<file path="config.mk">
export PLATFORM = sky130hd
export DESIGN_NAME = btb_assoc_param
export DESIGN_NICKNAME = d
export VERILOG_FILES = /design/src/rtl/btb_assoc_param.sv
export SDC_FILE = /design/constraint.sdc
export NUM_CORES = 2
export LEC_CHECK = 0
export CAP_MARGIN = 20
export CELL_PAD_IN_SITES_DETAIL_PLACEMENT = 1
export CELL_PAD_IN_SITES_GLOBAL_PLACEMENT = 1
export CORE_MARGIN = 2
export CORE_UTILIZATION = 54
export CTS_CLUSTER_DIAMETER = 120
export DETAILED_ROUTE_END_ITERATION = 8
export PLACE_DENSITY = 0.91
export SYNTH_ARGS = -nofsm -noshare
export SYNTH_HDL_FRONTEND = slang
export SYNTH_SLANG_ARGS = --single-unit
export TNS_END_PERCENT = 1
</file>
<file path="constraint.sdc">
create_clock -name clk -period 9 [get_ports clk]
set_clock_uncertainty 0.05 [all_clocks]
set_input_delay 1.8 -clock clk [delete_from_list [all_inputs] [get_ports clk]]
set_output_delay 1.8 -clock clk [all_outputs]
set_load 0.005 [all_outputs]
</file>
<file path="src/rtl/btb_assoc_param.sv">
// Set-associative branch target buffer with 2-bit direction counters and tree pseudo-LRU.
// Optional macro BTB_BYPASS_EN forwards a same-cycle update to the lookup outputs.
module btb_assoc_param #(
  parameter int unsigned ADDR_W    = 16,
  parameter int unsigned SETS      = 8,
  parameter int unsigned WAYS      = 4,
  parameter int unsigned INDEX_LSB = 4
) (
  input  logic              clk,
  input  logic              reset,
  input  logic [ADDR_W-1:0] pc_addr,
  output logic              pred_hit,
  output logic              pred_taken,
  output logic [ADDR_W-1:0] pred_target,
  input  logic              upd_valid,
  output logic              upd_ready,
  input  logic [ADDR_W-1:0] upd_pc,
  input  logic              upd_taken,
  input  logic [ADDR_W-1:0] upd_target,
  input  logic              flush,
  output logic              flush_busy
);
  localparam int unsigned IDX_W = $clog2(SETS);
  localparam int unsigned WAY_W = $clog2(WAYS);
  localparam int unsigned TAG_W = ADDR_W - 1;
  localparam logic [IDX_W-1:0] LAST_SET = IDX_W'(SETS - 1);
  localparam logic [0:0] ST_IDLE  = 1'b0;
  localparam logic [0:0] ST_FLUSH = 1'b1;

  logic [0:0]        r_state;
  logic [IDX_W-1:0]  r_flush_set;
  logic [WAYS-1:0]   r_valid  [SETS];
  logic [WAYS-2:0]   r_plru   [SETS];
  logic [TAG_W-1:0]  r_tag    [SETS][WAYS];
  logic [ADDR_W-1:0] r_target [SETS][WAYS];
  logic [1:0]        r_ctr    [SETS][WAYS];

  // Heap-ordered tree: node n has children 2n+1 (left) and 2n+2 (right); bit 0 = go left.
  function automatic logic [WAY_W-1:0] plru_victim(input logic [WAYS-2:0] tree);
    int unsigned n;
    logic [WAY_W-1:0] way;
    logic b;
    n   = 0;
    way = '0;
    for (int l = 0; l < int'(WAY_W); l++) begin
      b   = tree[n];
      way = WAY_W'({way, b});
      n   = 2 * n + (b ? 2 : 1);
    end
    return way;
  endfunction

  function automatic logic [WAYS-2:0] plru_touch(input logic [WAYS-2:0] tree,
                                                 input logic [WAY_W-1:0] way);
    int unsigned n;
    logic b;
    n = 0;
    for (int l = 0; l < int'(WAY_W); l++) begin
      b       = way[int'(WAY_W) - 1 - l];
      tree[n] = ~b;
      n       = 2 * n + (b ? 2 : 1);
    end
    return tree;
  endfunction

  logic [IDX_W-1:0]  w_lk_idx, w_up_idx;
  logic [TAG_W-1:0]  w_lk_tag, w_up_tag;
  logic              w_lk_hit, w_up_hit, w_has_inv;
  logic [WAY_W-1:0]  w_lk_way, w_up_hit_way, w_inv_way, w_up_way;
  logic [1:0]        w_old_ctr, w_new_ctr;
  logic [ADDR_W-1:0] w_new_target;
  logic              w_busy, w_upd_fire, w_up_write;

  assign w_lk_idx = pc_addr[INDEX_LSB +: IDX_W];
  assign w_lk_tag = pc_addr[ADDR_W-1:1];
  assign w_up_idx = upd_pc[INDEX_LSB +: IDX_W];
  assign w_up_tag = upd_pc[ADDR_W-1:1];

  // Descending scans so the lowest-numbered qualifying way wins.
  always_comb begin
    w_lk_hit     = 1'b0;
    w_lk_way     = '0;
    w_up_hit     = 1'b0;
    w_up_hit_way = '0;
    w_has_inv    = 1'b0;
    w_inv_way    = '0;
    for (int i = int'(WAYS) - 1; i >= 0; i--) begin
      if (r_valid[w_lk_idx][i] && (r_tag[w_lk_idx][i] == w_lk_tag)) begin
        w_lk_hit = 1'b1;
        w_lk_way = WAY_W'(i);
      end
      if (r_valid[w_up_idx][i] && (r_tag[w_up_idx][i] == w_up_tag)) begin
        w_up_hit     = 1'b1;
        w_up_hit_way = WAY_W'(i);
      end
      if (!r_valid[w_up_idx][i]) begin
        w_has_inv = 1'b1;
        w_inv_way = WAY_W'(i);
      end
    end
  end

  assign w_busy     = (r_state == ST_FLUSH);
  assign upd_ready  = (r_state == ST_IDLE) && !flush;
  assign flush_busy = w_busy;
  assign w_upd_fire = upd_valid && upd_ready;
  assign w_up_write = w_upd_fire && (w_up_hit || upd_taken);
  assign w_up_way   = w_up_hit ? w_up_hit_way
                    : (w_has_inv ? w_inv_way : plru_victim(r_plru[w_up_idx]));
  assign w_old_ctr  = r_ctr[w_up_idx][w_up_hit_way];

  always_comb begin
    w_new_ctr    = 2'b10;
    w_new_target = upd_target;
    if (w_up_hit) begin
      if (upd_taken) begin
        w_new_ctr = (w_old_ctr == 2'b11) ? 2'b11 : w_old_ctr + 2'b01;
      end else begin
        w_new_ctr    = (w_old_ctr == 2'b00) ? 2'b00 : w_old_ctr - 2'b01;
        w_new_target = r_target[w_up_idx][w_up_hit_way];
      end
    end
  end

  always_comb begin
    pred_hit    = w_lk_hit && !w_busy;
    pred_taken  = pred_hit && r_ctr[w_lk_idx][w_lk_way][1];
    pred_target = pred_hit ? r_target[w_lk_idx][w_lk_way] : '0;
`ifdef BTB_BYPASS_EN
    if (w_up_write && (w_up_tag == w_lk_tag)) begin
      pred_hit    = 1'b1;
      pred_taken  = w_new_ctr[1];
      pred_target = w_new_target;
    end
`endif
  end

  always_ff @(posedge clk or posedge reset) begin
    if (reset) begin
      r_state     <= ST_IDLE;
      r_flush_set <= '0;
      for (int s = 0; s < int'(SETS); s++) begin
        r_valid[s] <= '0;
        r_plru[s]  <= '0;
      end
    end else begin
      case (r_state)
        ST_IDLE: begin
          if (flush) begin
            r_state     <= ST_FLUSH;
            r_flush_set <= '0;
          end else if (w_up_write) begin
            r_valid[w_up_idx][w_up_way] <= 1'b1;
            r_plru[w_up_idx]            <= plru_touch(r_plru[w_up_idx], w_up_way);
          end
        end
        default: begin
          r_valid[r_flush_set] <= '0;
          r_plru[r_flush_set]  <= '0;
          if (r_flush_set == LAST_SET) begin
            r_state     <= ST_IDLE;
            r_flush_set <= '0;
          end else begin
            r_flush_set <= r_flush_set + 1'b1;
          end
        end
      endcase
    end
  end

  // Payload is left unreset; valid bits alone gate its use.
  always_ff @(posedge clk) begin
    if (w_up_write) begin
      r_tag[w_up_idx][w_up_way]    <= w_up_tag;
      r_target[w_up_idx][w_up_way] <= w_new_target;
      r_ctr[w_up_idx][w_up_way]    <= w_new_ctr;
    end
  end

endmodule

</file>
### After elaboration in Yosys (flattened, before gate mapping)

Memory sizes are Yosys's and may differ from the RTL's.
Cells that the tools add are included.

* $lt $le $gt $ge: 14
* add/subtract/negate cells: 3
* eq/ne operators: 11
* mux-type cells: 94
* reduce and logical (&&, ||, !) cells: 25
* bitwise logic cells: 14

Operators by type and width (count)
* 16-bit two-way mux: 8
* 15-bit equality test: 8
* 32-bit two-way mux: 3
* 24-bit two-way mux: 3
* 16-bit binary-select mux with 2-bit select: 2
* 64-bit two-way mux: 1
* 60-bit two-way mux: 1
* 2-bit two-way mux: 25
* 32-bit bitwise AND: 1
* 16-bit demux with 2-bit select: 1
* 32-bit NOT: 1
* 32-bit bitwise OR: 1
* 15-bit demux with 2-bit select: 1
* 24-bit bitwise AND: 1
* 4-bit binary-select mux with 3-bit select: 2
* 24-bit bitwise mux: 1
* 4-bit demux with 3-bit select: 2
* 4-bit two-way mux: 6
* 24-bit NOT: 1
* 3-bit two-way mux: 7
* 1-bit two-way mux: 19
* 3-bit demux with 3-bit select: 2
* 1-bit logical AND: 18
* 15-bit two-way mux: 1
* other kinds (27): 45

* logic and storage cells: 182
* RAM bits: 1056
* register bits: 60
* memories: 3

Memories
* r_target: words 8, bits a word 64, rd ports 2, clocked after memory_dff 0, write ports 1, line 35 `logic [ADDR_W-1:0] r_target [SETS][WAYS];`
* r_tag: words 8, bits a word 60, rd ports 2, clocked after memory_dff 0, write ports 1, line 34 `logic [TAG_W-1:0] r_tag [SETS][WAYS];`
* r_ctr: words 8, bits a word 8, rd ports 2, clocked after memory_dff 0, write ports 1, line 36 `logic [1:0] r_ctr [SETS][WAYS];`

### Depth between registers and ports, before layout

* depth after elaboration: 20
* mapped depth: 19
* depth with buffers taken out: 11

### Least setup slack after synthesis

Ideal clock, no wire load.

* path kind: input-to-reg
* start point: in upd_pc[5]
* end point: mem r_ctr[6][6] in the netlist's numbering (enable)
* arrival time: 7679 ps
* stages: 14
* slack: 762 ps
* required time: 8441 ps
* cell sequence: buf_6 > buf_12 > buf_12 > buf_6 > buf_6 > mux4_2 > a211oi_1 > o21ai_0 > a2111o_1 > nor4_1 > a22o_1 > a21oi_1 > buf_2 > nor4_1

* cells in the longest elaborated chain, start to end: 16

Ends and longest elaborated chain
* start, declared: line 17 `input logic [ADDR_W-1:0] upd_pc,`
* parallel branches: the longest is 16 deep, another holds memory 8 x 60 bit
* end, declared: line 36

Several ways; the timed one is not identified. The select of a mux whose other input is x is not followed.

### Worst setup path in the final report

* start point: in pc_addr[6]
* end point: out pred_target[11]

* cells in the longest elaborated chain, start to end: 14

Ends and longest elaborated chain
* start, declared: line 11 `input logic [ADDR_W-1:0] pc_addr,`
* parallel branches: the longest is 13 deep, another holds memory 8 x 60 bit
* 16-bit two-way mux *: line 128 `pred_target = pred_hit ? r_target[w_lk_idx][w_lk_way] : '0;`
* end, declared: line 14 `output logic [ADDR_W-1:0] pred_target,`

Mark *: on every way between the ends. The select of a mux whose other input is x is not followed.

==> results.sh <==
export IMPL_outcome="finished, violations left"
export IMPL_violations="design-rule violations, negative setup slack"
export IMPL_die_w_um=316
export IMPL_async_flop_share=0.0538
export IMPL_core_um2=96400
export IMPL_cap_violations=0
export IMPL_cp_end_kind="output pin"
export IMPL_start_util=0.544
export IMPL_p_leak_nw=19.8
export IMPL_overflow=0
export IMPL_power_frac_clock=0.405
export IMPL_grt_max_degree=77
export IMPL_max_slew_worst_pin_slew_ps=1330
export IMPL_startpoint_type="input port"
export IMPL_critical_path_top_delay_family="buffers and inverters"
export IMPL_max_vdd_ir_drop_mv=0.173
export IMPL_num_fill_cells=8485
export IMPL_p_seq_frac=0.497
export IMPL_postRouteAntennaNets=0
export IMPL_grt_pass1_vias=40750
export IMPL_critPathMaxFanout=57
export IMPL_crit_path_max_incr_delay_ps=580
export IMPL_p_int_mw=8.62
export IMPL_vias=40314
export IMPL_path_buf_inv=4
export IMPL_dieHeight_um=316
export IMPL_r2r_end="r_target[0][41]"
export IMPL_finalNetCount=3380
export IMPL_r2r_cells=12
export IMPL_crit_top_cell="mux2i_1"
export IMPL_holdPathEnd="r_valid[13]"
export IMPL_swShare=0.257
export IMPL_fin_ws_ps=-57.8
export IMPL_pwr_density_cell_nw_per_um2=197
export IMPL_wl_met3_mm=39.9
export IMPL_htree_levels=3
export IMPL_cts_tree="yes"
export IMPL_cts_num_sinks=1116
export IMPL_num_rows=114
export IMPL_hp_class="reg -> reg"
export IMPL_clk_pin_slew_ps=60
export IMPL_finalSetupTns_ps=-99.7
export IMPL_fmax_ghz=0.110
export IMPL_final_common_cell="edfxtp_1"
export IMPL_cts_root_buf="clkbuf_16"
export IMPL_dr_max_layer_used="met5"
export IMPL_drt_total_wl_mm=221
export IMPL_synth_net_count=3273
export IMPL_slowest_stage="and4bb_1"
export IMPL_syn_to_final_growth_pct=12.1
export IMPL_numCtsBuffers=107
export IMPL_synth_area_per_cell_um2=16.3
export IMPL_layout_min_cycle_time_ps=9060
export IMPL_syn_instance_count=3218
export IMPL_wire_per_inst_um=47.0
export IMPL_m1WireLength_mm=64.9
export IMPL_grt_pass1_wl_mm=309
export IMPL_dr_pass1_iters=9
export IMPL_ctsHoldBuffers=0
export IMPL_drcViolationCount=7
export IMPL_synthDistinctLibCells=95
export IMPL_setup_viol=2
export IMPL_synth_top_area_frac=0.605
export IMPL_post_dp_hpwl_mm=114
export IMPL_yosys_top_cells_area="edfxtp_1 61%, mux4_2 13%, mux2i_1 4.1%, dfrtp_1 2.9%, a22oi_1 1.7%"
export IMPL_finalHoldViolCount=0
export IMPL_gp_congestion=0.881
export IMPL_rsz0062_at_grt="no"
export IMPL_dieArea_um2=99600
export IMPL_clk_insertion_delay_late_ps=760
export IMPL_ys_ff_latch=1116
export IMPL_drv_slew=0
export IMPL_path_cells="buf_6, buf_4, mux4_2, mux2i_1, xor2_1, and4_1, nand4_1, and4bb_1, o21ai_4, buf_12, mux2i_1, nor2_1, a311o_1, clkdlybuf4s50_1"
export IMPL_utilization=0.610
export IMPL_synth_area_um2=52400
export IMPL_critPathKind="in -> out"
export IMPL_whs_path_depth=1
export IMPL_ioPinCount=73
export IMPL_yosysWarnings=0
export IMPL_drt_iter0_drc=9001
export IMPL_met2_length_mm=92.3
export IMPL_cp_arrival_ps=7210
export IMPL_rr_startpoint="r_tag[2][33]"
export IMPL_drt_vias_per_instance=8.59
export IMPL_p_comb_frac=0.099
export IMPL_holdCritStartpoint="r_valid[13]"
export IMPL_synth_edf_count=1056
export IMPL_port_buffers=70
export IMPL_rrSetupSlack_ps=2730
export IMPL_antenna_found_initial=13
export IMPL_finalCritPeriodShare=1.01
export IMPL_drive_gt1_frac=0.223
export IMPL_gr_usage_all_layers=0.442
export IMPL_final_cell_mix="1056 x edfxtp_1, 301 x mux4_2, 215 x mux2i_1"
export IMPL_relSlewSlack=0.112
export IMPL_worstPathRequired_ps=7150
export IMPL_power_switching_mw=2.98
export IMPL_ys_flop_type="edfxtp_1"
export IMPL_seq_area_frac_synth=0.634
export IMPL_cts_buffer_depth=3
export IMPL_yosysTopAreaCell="edfxtp_1"
[through the flow]
stage          cell area, um2  std cells  power (mW)  hold WS, ps  setup WS, ps
3_3_place_gp            55200       4486        6.82          420           791
6_report                58800       4695        11.6          460         -57.8
3_5_place_dp            55200       4486        6.88          436           616
2_1_floorplan           52400       3218        6.48          406           762
5_1_grt                 58800       4687        11.7          486          86.1
4_1_cts                 58700       4680        11.5          460           339
[timing repair]
item / CTS / global route
setup endpoints to repair: 0 / 2
setup buffers: 0 / 0
hold endpoints to repair: 0 / 0
resized for setup: 0 / 2
[worst max path at each step]
stage	start	endpoint	slack [ps]	cells past startpoint
floorplan	upd_pc[5]	r_ctr[6][6]	760	14
global placement	pc_addr[5]	pred_target[1]	790	14
detailed placement	pc_addr[6]	pred_target[11]	620	14
CTS	pc_addr[5]	pred_target[1]	340	14
global route	pc_addr[5]	pred_target[1]	90	14
finish	pc_addr[6]	pred_target[11]	-60	14
[routing by layer]
layer	track usage	vias up
li1	-	13491
met3	0.194	1838
met5	0.00947	-
met1	0.525	19316
met4	0.352	16
met2	0.627	5653
[state kept, by name (all words and copies together), names as in the netlist]
signal and cells:
r_plru 24, r_valid 32, r_target 512, flush_busy 1
r_tag 480, r_ctr 64, r_flush_set 3
[power groups by stage]
stage	logic [mW]	registers (mW)	clock network (mW)
2_1_floorplan	0.632	5.85	0
3_3_place_gp	0.956	5.86	0
3_5_place_dp	1.02	5.86	0
4_1_cts	1.08	5.76	4.63
5_1_grt	1.15	5.76	4.79
6_report	1.15	5.76	4.69
[cell usage after synthesis, types with 20 or more instances]
cell,number
a21o_1,37
a21oi_1,70
a221oi_1,89
a22o_1,33
a22oi_1,117
a31oi_1,25
buf_1,36
buf_2,52
buf_4,27
clkbuf_1,100
dfrtp_1,60
edfxtp_1,1056
mux2_2,49
mux2i_1,216
mux4_2,301
nand2_1,156
nand2b_1,20
nand3_1,55
nand4_1,35
nor2_1,155
nor2b_1,24
o21ai_0,65
o22ai_1,33
xnor2_1,50
xor2_1,43
[kinds of logic after synthesis]
| logic type | Yosys count | synth area share |
|---|---|---|
| and+or+nand+nor | 593 | 0.0586 |
| AOI/OAI and AO/OA | 580 | 0.0809 |
| muxes | 576 | 0.185 |
| DFF | 1116 | 0.634 |
| xor gates and xnor gates | 93 | 0.0155 |
| adders and majority gates | 3 | 0.000668 |
| buffers and inverters | 257 | 0.0253 |
[final cells by class]
class	count	area (um2)	area share
timing repair buffer	235	2220	0.0378
sequential	1116	33200	0.565
clock inverter	73	687	0.0117
antenna	9	22.5	0.000383
tap	1276	1600	0.0272
multi-input combinational	1845	18200	0.310
clock buffer	121	2750	0.0468
inverter	20	80.1	0.00136
(Power assumes the default switching activity.)
